## src/rtl/trap_ctrl_if.sv

```systemverilog
// trap_ctrl_if: EX-stage view, CSR write port and fetch redirect bundle for trap_ctrl
interface trap_ctrl_if;
  logic        ex_valid;
  logic [31:0] ex_inst;
  logic [63:0] ex_pc;
  logic [63:0] mtvec_in;
  logic [63:0] mepc_in;
  logic [63:0] mstatus_in;
  logic        csr_we;
  logic [11:0] csr_addr;
  logic [63:0] csr_wdata;
  logic        hold;
  logic        flush;
  logic        redirect_valid;
  logic [63:0] redirect_pc;
  logic [1:0]  priv;
  modport master (
    output ex_valid, ex_inst, ex_pc, mtvec_in, mepc_in, mstatus_in,
    input  csr_we, csr_addr, csr_wdata, hold, flush, redirect_valid, redirect_pc, priv
  );
  modport slave (
    input  ex_valid, ex_inst, ex_pc, mtvec_in, mepc_in, mstatus_in,
    output csr_we, csr_addr, csr_wdata, hold, flush, redirect_valid, redirect_pc, priv
  );
endinterface

```

## src/rtl/trap_ctrl.sv

```systemverilog
// trap_ctrl: sequences ecall/unimp/mret through EPC, cause and status CSR writes, then redirects fetch
module trap_ctrl (
  input logic      clk,
  input logic      rst,
  trap_ctrl_if.slave bus
);
  typedef enum logic [2:0] {IDLE, W_EPC, W_CAUSE, W_STAT, R_STAT, REDIR} state_t;
  state_t      state_q, state_d;
  logic [63:0] mstat_q;
  logic [3:0]  cause_q;
  logic        ret_q;
  logic [1:0]  priv_q;
  logic        csr_we_q, csr_we_d;
  logic [11:0] csr_addr_q, csr_addr_d;
  logic [63:0] csr_wdata_q, csr_wdata_d;
  logic        redir_q, redir_d;
  logic [63:0] redirect_pc_q, redirect_pc_d;
  logic        is_ecall, is_unimp, is_mret, hit;
  logic [63:0] stat_trap, stat_ret;
  assign is_ecall = bus.ex_inst == 32'h0000_0073;
  assign is_unimp = bus.ex_inst == 32'hc000_1073;
  assign is_mret  = bus.ex_inst == 32'h3020_0073;
  assign hit      = bus.ex_valid && (is_ecall || is_unimp || is_mret) && state_q == IDLE;
  // Status images: trap stacks MIE into MPIE and records priv; return unstacks from the live value at detect
  assign stat_trap = {mstat_q[63:13], priv_q, mstat_q[10:8], mstat_q[3], mstat_q[6:4], 1'b0, mstat_q[2:0]};
  assign stat_ret  = {bus.mstatus_in[63:13], 2'b00, bus.mstatus_in[10:8], 1'b1,
                      bus.mstatus_in[6:4], bus.mstatus_in[7], bus.mstatus_in[2:0]};
  always_comb begin
    state_d = state_q;
    case (state_q)
      IDLE:    state_d = hit ? (is_mret ? R_STAT : W_EPC) : IDLE;
      W_EPC:   state_d = W_CAUSE;
      W_CAUSE: state_d = W_STAT;
      W_STAT:  state_d = REDIR;
      R_STAT:  state_d = REDIR;
      default: state_d = IDLE;
    endcase
    csr_we_d      = state_d inside {W_EPC, W_CAUSE, W_STAT, R_STAT};
    csr_addr_d    = state_d == W_EPC   ? 12'h341 :
                    state_d == W_CAUSE ? 12'h342 :
                    csr_we_d           ? 12'h300 : 12'h000;
    csr_wdata_d   = state_d == W_EPC   ? bus.ex_pc :
                    state_d == W_CAUSE ? {60'b0, cause_q} :
                    state_d == W_STAT  ? stat_trap :
                    state_d == R_STAT  ? stat_ret : 64'b0;
    redir_d       = state_d == REDIR;
    // Target is sampled on entry to REDIR so a just-retired mtvec/mepc write is seen
    redirect_pc_d = !redir_d ? 64'b0 : ret_q ? bus.mepc_in : bus.mtvec_in & ~64'h3;
  end
  always_ff @(posedge clk or posedge rst) begin
    if (rst) begin
      state_q       <= IDLE;
      mstat_q       <= '0;
      cause_q       <= '0;
      ret_q         <= 1'b0;
      priv_q        <= 2'b11;
      csr_we_q      <= 1'b0;
      csr_addr_q    <= '0;
      csr_wdata_q   <= '0;
      redir_q       <= 1'b0;
      redirect_pc_q <= '0;
    end else begin
      state_q       <= state_d;
      csr_we_q      <= csr_we_d;
      csr_addr_q    <= csr_addr_d;
      csr_wdata_q   <= csr_wdata_d;
      redir_q       <= redir_d;
      redirect_pc_q <= redirect_pc_d;
      if (hit) begin
        mstat_q <= bus.mstatus_in;
        cause_q <= is_unimp ? 4'd2 : {2'b10, priv_q};
        ret_q   <= is_mret;
      end
      if (state_q == W_STAT) priv_q <= 2'b11;
      else if (state_q == R_STAT) priv_q <= mstat_q[12:11];
    end
  end
  assign bus.csr_we         = csr_we_q;
  assign bus.csr_addr       = csr_addr_q;
  assign bus.csr_wdata      = csr_wdata_q;
  assign bus.hold           = hit || state_q != IDLE;
  assign bus.flush          = redir_q;
  assign bus.redirect_valid = redir_q;
  assign bus.redirect_pc    = redirect_pc_q;
  assign bus.priv           = priv_q;
endmodule

```

## src/flat_wrapper.sv

```systemverilog
// flat-port wrapper written by rule: the top's interface ports become plain ports
module trap_ctrl_flat 
  (clk, rst, bus_ex_valid, bus_ex_inst, bus_ex_pc, bus_mtvec_in, bus_mepc_in, bus_mstatus_in, bus_csr_we, bus_csr_addr, bus_csr_wdata, bus_hold, bus_flush, bus_redirect_valid, bus_redirect_pc, bus_priv);
  trap_ctrl_if bus_i ();
  input logic clk;
  input logic rst;
  input wire logic [$bits(bus_i.ex_valid)-1:0] bus_ex_valid;
  input wire logic [$bits(bus_i.ex_inst)-1:0] bus_ex_inst;
  input wire logic [$bits(bus_i.ex_pc)-1:0] bus_ex_pc;
  input wire logic [$bits(bus_i.mtvec_in)-1:0] bus_mtvec_in;
  input wire logic [$bits(bus_i.mepc_in)-1:0] bus_mepc_in;
  input wire logic [$bits(bus_i.mstatus_in)-1:0] bus_mstatus_in;
  output wire logic [$bits(bus_i.csr_we)-1:0] bus_csr_we;
  output wire logic [$bits(bus_i.csr_addr)-1:0] bus_csr_addr;
  output wire logic [$bits(bus_i.csr_wdata)-1:0] bus_csr_wdata;
  output wire logic [$bits(bus_i.hold)-1:0] bus_hold;
  output wire logic [$bits(bus_i.flush)-1:0] bus_flush;
  output wire logic [$bits(bus_i.redirect_valid)-1:0] bus_redirect_valid;
  output wire logic [$bits(bus_i.redirect_pc)-1:0] bus_redirect_pc;
  output wire logic [$bits(bus_i.priv)-1:0] bus_priv;
  assign bus_i.ex_valid = bus_ex_valid;
  assign bus_i.ex_inst = bus_ex_inst;
  assign bus_i.ex_pc = bus_ex_pc;
  assign bus_i.mtvec_in = bus_mtvec_in;
  assign bus_i.mepc_in = bus_mepc_in;
  assign bus_i.mstatus_in = bus_mstatus_in;
  assign bus_csr_we = bus_i.csr_we;
  assign bus_csr_addr = bus_i.csr_addr;
  assign bus_csr_wdata = bus_i.csr_wdata;
  assign bus_hold = bus_i.hold;
  assign bus_flush = bus_i.flush;
  assign bus_redirect_valid = bus_i.redirect_valid;
  assign bus_redirect_pc = bus_i.redirect_pc;
  assign bus_priv = bus_i.priv;
  trap_ctrl u_core (.clk(clk), .rst(rst), .bus(bus_i));
endmodule
```

## config.mk

```make
export PLATFORM = sky130hd
export DESIGN_NAME = trap_ctrl_flat
export DESIGN_NICKNAME = d
export VERILOG_FILES = /design/src/rtl/trap_ctrl_if.sv /design/src/rtl/trap_ctrl.sv /design/src/flat_wrapper.sv
export SDC_FILE = /design/constraint.sdc
export NUM_CORES = 1
export LEC_CHECK = 0
export BUFFER_PORTS_ARGS = -buffer_cell sky130_fd_sc_hd__buf_2
export CORE_AREA = 10 10 163 165
export CTS_CLUSTER_DIAMETER = 200
export DETAILED_ROUTE_END_ITERATION = 16
export DIE_AREA = 0 0 173 175
export PLACE_DENSITY = 0.67
export SLEW_MARGIN = 20
export SYNTH_ARGS = -nofsm -noshare
export SYNTH_HDL_FRONTEND = slang
export SYNTH_SLANG_ARGS = --single-unit
```

## constraint.sdc

```tcl
create_clock -name clk -period 21.9 [get_ports clk]
set_clock_uncertainty 0.2 [all_clocks]
set_input_delay 4.38 -clock clk [delete_from_list [all_inputs] [get_ports clk]]
set_output_delay 4.38 -clock clk [all_outputs]
set_load 0.05 [all_outputs]
```

==> results.tsv, run 1 <==
stage	metric	value	unit
clocking	CTS Sinks	206	
synth	register area share after synthesis	55.8	%
cells_and_area	Final Cell Area	0.0125	mm2
sta	Setup WS post-layout	11.03	ns
place	post-place instance area	0.0116	mm2
synth	most frequent cell after synthesis	dfrtp_1	
setup_path	Worst Path Max Fanout	8	
sta	final hold violation count	0	
hold_path	HP Class	flip-flop to flip-flop	
global_route	GR Util All Layers	21.6	%
power_and_ir_drop	Power Total	877	uW
sta	count of final setup violators	0	
sta	fin. max-slew vios	0	
sta	setup_tns	0	ns
sta	RSZ-0062 raised after global routing	false	
synth	Async SR Flop Fraction	100	%
clocking	Post-CTS Resized	0	
sta	Fin Hold WS	0.283	ns
global_route	pin count of the biggest net entering global routing	131	
clocking	clk_lat worst skew	0.51	ns
global_route	vias in the first global route	8467	
synth	Post-Synth Adder-Cell Area	0	%
sta	period utilization	49.6	%
clocking	post-cts hold buffer count	0	
cells_and_area	Synth-to-Final Area Change	34.6	%
synth	most frequent cells after synthesis	204 x dfrtp_1, 68 x nor2_1, 63 x inv_1	
sta	fmax	92.0	MHz
place	GPL Wtd Cong	0.824	
floorplanning	DIE AREA	0.0303	mm2
route	routed len/inst	22.5	um
synth	main combinational cell family by area after synthesis	compound AO/OA/AOI/OAI gates	
synth	Syn. warnings	0	
synth	Avg Inst Size Synth	11.5	um2
global_route	initial antenna violation count	11	
cells_and_area	utilization after layout	53.5	%
floorplanning	die span in y	175	um
synth	number of flops mapped to enable cells by yosys	0	
setup_path	crit path DAT	6.29	ns
synth	Cell Area, Synth	0.00925	mm2
setup_path	Data required, critical path	17.32	ns
route	vias per cell	5.22	
run	max-cap violations	0	
synth	post-synthesis xor/xnor area fraction	0	%
floorplanning	Die Wd	173	um
place	Port Buffers	427	
cells_and_area	final net count	1487	
route	Post-DRT Antenna Nets	0	
synth	post-synth top area share	55.2	%
route	DR pass1 iterations	5	
sta	Final min period	10.87	ns
floorplanning	Core ar.	0.0233	mm2
cells_and_area	non-filler instance count after layout	1541	
setup_path	crit path launch type	input port	
floorplanning	initial core utilization	39.8	%
clocking	CTS Buffer Depth	3	
clocking	clock root cell	clkbuf_16	
route	routed wire length	34600	um
setup_path	Worst Setup End Kind	output pin	
global_route	grt ovf	0	
synth	simple-gate portion of the synthesized area	6.51	%
synth	Post-Syn Instances	804	
outcome	status	complete, no violations	
power_and_ir_drop	PD cells	70.4	mW/mm2
route	DR vias	8041	
place	DP HPWL	24800	um
clocking	H-tree depth	1	
setup_path	Worst Setup Path Type	input port to output pin	
floorplanning	I/O Pins	437	
clocking	Worst-path clk slew	0.06	ns
sta	Max transition margin	27.8	%
floorplanning	Rows	56	
clocking	TritonCTS clock tree	yes	
route	drt initial violations	594	
synth	compound-gate portion of the synthesized area	16.9	%
clocking	TritonCTS Buffers	24	
place	Post-Place Setup Slack	11.06	ns
clocking	post-CTS setup repair buffer count	0	
route	drt drc	0	
power_and_ir_drop	P_leak	6.61	nW
synth	synthesis-stage register bit count	206	
synth	predominant post-synthesis flop cell	dfrtp_1	
cells_and_area	share of post-route cells with drive strength above 1	44.2	%
synth	Yosys cell types	48	
sta	worst slew pin tran	1.08	ns
synth	Synth area leader	dfrtp_1	
global_route	global-route wire length before repair	51800	um
synth	mux contribution to synthesized area	14.4	%
place	dpl cells	1489	
power_and_ir_drop	Peak VDD IR	0.0534	mV
synth	Synth area leaders	dfrtp_1 55%, mux2i_1 6.7%, a22o_1 5.8%, o32ai_1 5.6%, mux2_2 4.9%	
metal layers:
| metal | GRT usage [%] | vias to the layer above | wire [um] |
|---|---|---|---|
| li1 | - | 3694 | - |
| met2 | 36.6 | 384 | 17200 |
| met3 | 6.53 | 44 | 2780 |
| met4 | 5.50 | 6 | 559 |
| met1 | 26.2 | 3913 | 14000 |
| met5 | 0 | - | 34 |
logic make-up after synthesis:
logic type,after synthesis
compound gates,210
flops,206
buf+inv,143
mux,125
simple gates,119
other cells,1
cells in the final DEF, fill, tap and decap left out, drive strengths merged, types with 32 or more instances in the layout:
cell type,netlist,final
buf,24,440
dfrtp,204,204
nor2,68,68
inv,63,64
mux2,63,63
o21ai,62,62
mux2i,62,62
a22o,61,61
o32ai,59,59
clkbuf,56,32
worst max-delay path, stage by stage:
cell and delay, ns:
buf_2 0.10, nor4_1 0.59, and4_1 0.55, o21ai_0 0.15
o21ai_0 0.18, buf_2 0.33
where the power goes:
group / switching, mW / internal, mW
Combinational: 0.0459 / 0.0295
Clock: 0.162 / 0.255
Sequential: 0.00246 / 0.383
path summary, 6_finish.rpt:
path | start | end | slack [ns] | depth (start not counted)
setup / recovery | bus_ex_inst[19] | bus_hold | 11.03 | 6
hold / removal | u_core.mstat_q[1]$_DFFE_PP0N_ | u_core.mstat_q[1]$_DFFE_PP0N_ | 0.28 | 1
setup reg to reg | u_core.state_q[2]$_DFF_PP0_ | u_core.cause_q[1]$_DFFE_PP0N_ | 18.99 | 4
hold reg to reg | u_core.mstat_q[1]$_DFFE_PP0N_ | u_core.mstat_q[1]$_DFFE_PP0N_ | 0.28 | 1
max in group asynchronous | rst | u_core.mstat_q[47]$_DFFE_PP0N_ | 15.99 | 3
min in group asynchronous | rst | u_core.bus.redirect_pc[60]$_DFF_PP0_ | 3.82 | 2
registers in the layout, summed over array words and instances (netlist names):
signal,flops
u_core.cause_q,3
u_core.bus.priv,2
u_core.bus.csr_we,1
u_core.state_q,3
u_core.bus.csr_addr,4
u_core.bus.csr_wdata,64
u_core.bus.flush,1
u_core.mstat_q,63
u_core.ret_q,1
u_core.bus.redirect_pc,64
layout make-up:
class | instances | area, um2
inverter | 63 | 244
fill | 2106 | 10800
antenna | 8 | 20.0
sequential | 206 | 5160
timing repair buffer | 440 | 2230
multi-input combinational | 461 | 3570
clock buffer | 32 | 682
clock inverter | 12 | 144
tap | 319 | 399
(Power assumes the default switching activity.)
==> run 2, diff against run 1 <==
- ABC_AREA: not set -> 1
- CORE_AREA: 10 10 163 165 -> 10 10 164 166
- DIE_AREA: 0 0 173 175 -> 0 0 174 176
- PLACE_DENSITY: 0.67 -> 0.69
- clock period: 21.9 -> 9.8 ns (I/O delays scaled with it)
==> run 2 against run 1 <==
Final cell count is 21% higher; non-clock buffer count down 5; sequential power grew 130%; utilization decreased by 1.8 points; largest power group unchanged.
==> results.tsv, run 2 <==
stage	metric	value	unit	change
outcome	status	complete, no violations		
cells_and_area	utilization after layout	51.7	%	-1.8 points
cells_and_area	commonest non-fill, non-tap cell in the layout	nand2_1		
place	DP HPWL	23500	um	-5.2%
clocking	CTS Buffer Depth	3		unchanged
clocking	post-cts hold buffer count	0		unchanged
route	routed wire length	31700	um	-8.4%
clocking	post-CTS setup repair buffer count	0		unchanged
setup_path	crit path launch type	input port		
route	drt initial violations	563		-5.2%
floorplanning	DIE AREA	0.0306	mm2	+1.2%
floorplanning	die span in y	176	um	+0.57%
global_route	vias in the first global route	8532		+0.77%
cells_and_area	Final Cell Area	0.0123	mm2	-1.1%
floorplanning	initial core utilization	38.4	%	-1.4 points
clocking	clock root cell	clkbuf_16		
clocking	H-tree depth	1		unchanged
sta	period utilization	54.6	%	
global_route	pin count of the biggest net entering global routing	85		-35%
power_and_ir_drop	P_leak	7.51	nW	+14%
setup_path	Worst Path Max Fanout	3		-5
global_route	initial antenna violation count	9		-2
run	max-cap violations	0		unchanged
route	routed len/inst	17.0	um	-24%
floorplanning	Core ar.	0.0238	mm2	+2.4%
cells_and_area	Synth-to-Final Area Change	34.6	%	about the same
sta	fin. max-slew vios	0		unchanged
cells_and_area	final net count	1807		+22%
cells_and_area	share of post-route cells with drive strength above 1	32.3	%	-12 points
synth	most frequent cells after synthesis	431 x nand2_1, 204 x dfrtp_1, 148 x inv_1		
clocking	TritonCTS clock tree	yes		
setup_path	crit path DAT	3.19	ns	-3.10 ns
synth	Synth area leaders	dfrtp_1 56%, nand2_1 18%, inv_1 6.1%, o21bai_1 5.3%, a21oi_1 3.6%		
sta	Fin Hold WS	0.270	ns	-0.0130 ns
sta	Max transition margin	30.7	%	+2.9 points
clocking	Post-CTS Resized	0		unchanged
sta	final hold violation count	0		unchanged
place	Port Buffers	427		unchanged
floorplanning	Die Wd	174	um	+0.58%
setup_path	Data required, critical path	7.64	ns	-9.68 ns
setup_path	Worst Setup End Kind	output pin		
power_and_ir_drop	Power Total	2.09	mW	+140%
sta	RSZ-0062 raised after global routing	false		
clocking	Worst-path clk slew	0.06	ns	about the same
route	DR vias	8414		+4.6%
synth	Avg Inst Size Synth	8.23	um2	-28%
synth	Cell Area, Synth	0.00915	mm2	-1.1%
global_route	GR Util All Layers	19.7	%	-1.9 points
sta	setup_tns	0	ns	unchanged
sta	Final min period	5.35	ns	
synth	register area share after synthesis	56.4	%	+0.63 points
sta	fmax	187	MHz	
setup_path	Worst Setup Path Type	input port to output pin		
power_and_ir_drop	Peak VDD IR	0.160	mV	+200%
synth	Post-Syn Instances	1112		+38%
sta	count of final setup violators	0		unchanged
floorplanning	Rows	57		+1.8%
synth	Async SR Flop Fraction	100	%	unchanged
global_route	grt ovf	0		unchanged
sta	worst slew pin tran	1.04	ns	-0.0454 ns
clocking	CTS Sinks	206		unchanged
synth	Synth area leader	dfrtp_1		
synth	most frequent cell after synthesis	nand2_1		
route	DR pass1 iterations	7		+2
synth	Yosys cell types	25		-48%
route	drt drc	0		unchanged
synth	post-synth top area share	55.8	%	+0.62 points
place	GPL Wtd Cong	0.891		+8.2%
route	vias per cell	4.52		-13%
clocking	TritonCTS Buffers	23		-4.2%
power_and_ir_drop	PD cells	170	mW/mm2	+140%
route	Post-DRT Antenna Nets	0		unchanged
clocking	clk_lat worst skew	0.51	ns	about the same
synth	Syn. warnings	0		unchanged
place	post-place instance area	0.0115	mm2	-1.3%
synth	number of flops mapped to enable cells by yosys	0		unchanged
cells_and_area	most frequent cells in the layout	431 x nand2_1, 427 x buf_2, 203 x dfrtp_1		
global_route	global-route wire length before repair	48100	um	-7.0%
synth	predominant post-synthesis flop cell	dfrtp_1		
hold_path	HP Class	flip-flop to flip-flop		
synth	synthesis-stage register bit count	206		unchanged
floorplanning	I/O Pins	437		unchanged
run 2: worst paths after layout:
| path | from | end | slack [ns] | cells after the start |
|---|---|---|---|---|
| max | bus_ex_inst[27] | bus_hold | 4.45 | 11 |
| min | u_core.mstat_q[20]$_DFFE_PP0N_ | u_core.mstat_q[20]$_DFFE_PP0N_ | 0.27 | 2 |
| max reg2reg | u_core.ret_q$_DFFE_PP0N_ | u_core.bus.redirect_pc[33]$_DFF_PP0_ | 7.45 | 4 |
| min reg2reg | u_core.mstat_q[20]$_DFFE_PP0N_ | u_core.mstat_q[20]$_DFFE_PP0N_ | 0.27 | 2 |
| max in group asynchronous | rst | u_core.ret_q$_DFFE_PP0N_ | 6.77 | 3 |
| min in group asynchronous | rst | u_core.bus.redirect_pc[48]$_DFF_PP0_ | 1.32 | 2 |
run 2: power breakdown:
group          internal, mW  switching, mW
logic                0.0746          0.188
registers             0.861        0.00561
clock network         0.606          0.353
run 2: per-layer routing:
metal	track usage (%)	vias up	wire (um)	part of all wire, %
met2	34.0	333	15500	49
li1	-	4177	-	-
met1	22.4	3834	12200	38
met5	0	-	35	0.11
met3	6.81	64	3010	9.5
met4	6.48	6	937	3.0
run 2: stage by stage:
| stage | setup slack, ns | instances |
|---|---|---|
| after CTS | 4.44 | 1857 |
| after global placement | 4.45 | 1815 |
| after global routing | 4.28 | 1861 |
| final | 4.45 | 1862 |
| after detailed placement | 4.45 | 1815 |
| after floorplan | 2.02 | 1118 |
run 2: critical path, cell delays in order:
cell     delay [ns]
buf_2          0.10
nor2_2         0.11
nand2_1        0.10
inv_2          0.07
nand2_1        0.05
nor2_1         0.10
nand2_1        0.12
nand3_2        0.13
nand2_1        0.10
nand2_1        0.07
buf_2          0.27
run 2: area by class of cell:
cell class,count,area [um2]
clock buffer,29,618
timing repair buffer,435,2200
sequential,206,5160
antenna,5,12.5
clock inverter,13,224
fill,2285,11500
multi-input combinational,693,3100
inverter,157,599
tap,324,405
run 2: kinds of logic after synthesis:
kind of cell	count (synthesis)	synth area share (%)
flops	206	56.4
buf+inv	219	10.1
compound gates	189	12.1
simple gates	497	21.4
other cells	1	0.0410
==> run 3, diff against run 2 <==
- CORE_AREA: 10 10 164 166 -> 10 10 160 162
- DIE_AREA: 0 0 174 176 -> 0 0 170 172
- clock period: 9.8 -> 5.4 ns (I/O delays scaled with it)
==> run 3 against run 2 <==
Clock power rose by 70%; utilization rose by 3.0 points; final cell count fell by 2.0%; wire length barely moved; worst hold slack got worse by 0.0010 ns; sequential cell count did not move; combinational power rose by 81%; die area fell by 4.5%.
==> results.tsv, run 3 (synthesis results as in run 2) <==
stage	metric	value	unit	change
cells_and_area	commonest non-fill, non-tap cell in the layout	nand2_1		
setup_path	Data required, critical path	4.12	ns	-3.52 ns
cells_and_area	Filler cells	2171		-5.0%
route	routed wire length	31700	um	about the same
power_and_ir_drop	Power Total	3.68	mW	+76%
power_and_ir_drop	Sw Share	26.6	%	+0.44 points
floorplanning	Rows	55		-3.5%
sta	count of final setup violators	0		unchanged
route	DR pass1 iterations	4		-3
sta	Max transition margin	33.1	%	+2.4 points
setup_path	Worst Setup Path Type	input port to output pin		
setup_path	setup slack, reg-to-reg	2.69	ns	-4.76 ns
cells_and_area	most frequent cells in the layout	431 x nand2_1, 427 x buf_2, 203 x dfrtp_1		
clocking	CTS Sinks	206		unchanged
clocking	TritonCTS clock tree	yes		
clocking	post-cts hold buffer count	0		unchanged
clocking	H-tree depth	1		unchanged
setup_path	CP Depth	11		unchanged
hold_path	hold path depth	2		unchanged
sta	Final min period	3.62	ns	
route	DR vias	8390		-0.29%
floorplanning	DIE AREA	0.0292	mm2	-4.5%
setup_path	worst reg2reg endpoint	u_core.bus.csr_wdata[63]$_DFF_PP0_		
sta	period utilization	67.1	%	
cells_and_area	multi-input logic area	0.00310	mm2	unchanged
place	Port Buffers	427		unchanged
setup_path	R2R depth	7		+3
power_and_ir_drop	Clk pwr share	44.3	%	-1.6 points
route	vias per cell	4.60		+1.7%
power_and_ir_drop	PD cells	301	mW/mm2	+77%
hold_path	HP Class	flip-flop to flip-flop		
global_route	GR Util All Layers	20.8	%	+1.1 points
global_route	global-route wire length before repair	47700	um	-0.86%
power_and_ir_drop	Psw	978	uW	+79%
global_route	grt ovf	0		unchanged
outcome	status	complete, no violations		
setup_path	Crit path largest cell delay	0.27	ns	about the same
power_and_ir_drop	Power Internal	2.70	mW	+75%
clocking	CTS Buffer Depth	3		unchanged
clocking	TritonCTS Buffers	23		unchanged
setup_path	Buf/Inv on CP	3		unchanged
floorplanning	I/O Pins	437		unchanged
cells_and_area	share of post-route cells with drive strength above 1	32.2	%	-0.065 points
setup_path	Worst path most repeated cell	nand2_1		
run	max-cap violations	0		unchanged
setup_path	Critical path destination	bus_hold		
cells_and_area	Final Cell Area	0.0122	mm2	-0.69%
setup_path	RR Startpoint	u_core.state_q[1]$_DFF_PP0_		
route	routed len/inst	17.4	um	+2.0%
clocking	clk_lat worst skew	0.51	ns	about the same
setup_path	Top delay family on crit path	simple AND/OR/NAND/NOR gates		
setup_path	CP Cell Sequence	buf_2, inv_1, nand2_1, nor2_1, nand2_1, nor2_1, nand2_1, nand3_2, nand2_1, nand2_1, buf_2		
clocking	clock root cell	clkbuf_16		
clocking	post-CTS setup repair buffer count	0		unchanged
floorplanning	initial core utilization	40.9	%	+2.5 points
sta	Fin Hold WS	0.269	ns	-0.00100 ns
setup_path	CP Launch Point	bus_ex_inst[22]		
global_route	pin count of the biggest net entering global routing	108		+27%
route	drt initial violations	496		-12%
power_and_ir_drop	Peak VDD IR	0.196	mV	+22%
sta	final hold violation count	0		unchanged
place	post-place instance area	0.0114	mm2	-0.35%
sta	fin. max-slew vios	0		unchanged
cells_and_area	final net count	1807		unchanged
cells_and_area	Synth-to-Final Area Change	33.7	%	
floorplanning	die span in y	172	um	-2.3%
global_route	initial antenna violation count	13		+4
floorplanning	Die Wd	170	um	-2.3%
setup_path	crit path launch type	input port		
setup_path	Worst Setup End Kind	output pin		
route	Post-DRT Antenna Nets	0		unchanged
sta	RSZ-0062 raised after global routing	false		
sta	fmax	276	MHz	
floorplanning	Core ar.	0.0224	mm2	-6.1%
clocking	Worst-path clk slew	0.06	ns	about the same
sta	worst slew pin tran	1.00	ns	-0.0362 ns
clocking	Post-CTS Resized	0		unchanged
place	DP HPWL	23600	um	+0.18%
sta	setup_tns	0	ns	unchanged
place	GPL Wtd Cong	0.886		-0.55%
setup_path	crit path DAT	2.34	ns	-0.85 ns
setup_path	Crit-path slowest cell	buf_2		
power_and_ir_drop	sequential share of power	42.8	%	+1.3 points
power_and_ir_drop	Comb pwr share	12.9	%	+0.3 points
route	drt drc	0		unchanged
setup_path	Worst Path Max Fanout	2		-1
cells_and_area	Reg area	0.00516	mm2	unchanged
power_and_ir_drop	P_leak	7.49	nW	-0.21%
global_route	vias in the first global route	8477		-0.64%
## run 3: per-layer routing
layer	global-route usage (%)	wire length, um	part of all wire, %	vias to the layer above
met2	36.2	15800	50	296
met4	5.84	691	2.2	14
li1	-	-	-	4172
met1	22.6	11500	36	3854
met3	8.91	3530	11	54
met5	0	90	0.28	-
## run 3: per-stage QoR
stage | worst slack (ns) | instances | utilization [%]
after detailed placement | 1.67 | 1776 | 51.0
after CTS | 1.78 | 1818 | 54.6
after global routing | 1.61 | 1823 | 54.6
after floorplan | 1.45 | 1118 | -
after global placement | 1.70 | 1776 | 51.0
final | 1.78 | 1825 | 54.7
## run 3: tightest hold or removal path: stages, from the launching register on
cell and delay, ns:
dfrtp_1 0.34, nand2_1 0.05, nand2_1 0.04
## run 3: power groups by stage
stage                     sequential [mW]  clock, mW  combinational, mW
after CTS                            1.57       1.67              0.483
after detailed placement             1.60          0              0.481
final                                1.57       1.63              0.475
after global placement               1.60          0              0.475
after global routing                 1.57       1.74              0.525
after floorplan                      1.64          0              0.247
## run 3: worst min path at each step
stage,start,slack (ns),to
finish,u_core.mstat_q[3]$_DFFE_PP0N_,0.27,u_core.mstat_q[3]$_DFFE_PP0N_
global route,u_core.mstat_q[1]$_DFFE_PP0N_,0.29,u_core.mstat_q[1]$_DFFE_PP0N_
CTS,u_core.mstat_q[57]$_DFFE_PP0N_,0.27,u_core.mstat_q[57]$_DFFE_PP0N_
detailed placement,u_core.mstat_q[48]$_DFFE_PP0N_,0.26,u_core.mstat_q[48]$_DFFE_PP0N_
global placement,u_core.mstat_q[40]$_DFFE_PP0N_,0.25,u_core.mstat_q[40]$_DFFE_PP0N_
floorplan,u_core.cause_q[0]$_DFFE_PP0N_,0.24,u_core.cause_q[0]$_DFFE_PP0N_
## run 3: cell type report
class / instances / share of cell area, %
Clock inverter: 9 / 1.04
Timing Repair Buffer: 435 / 18.1
Sequential cell: 206 / 42.2
Tap cell: 285 / 2.92
Antenna cell: 7 / 0.143
Multi-Input combinational cell: 693 / 25.3
Inverter: 157 / 4.88
Clock buffer: 33 / 5.42
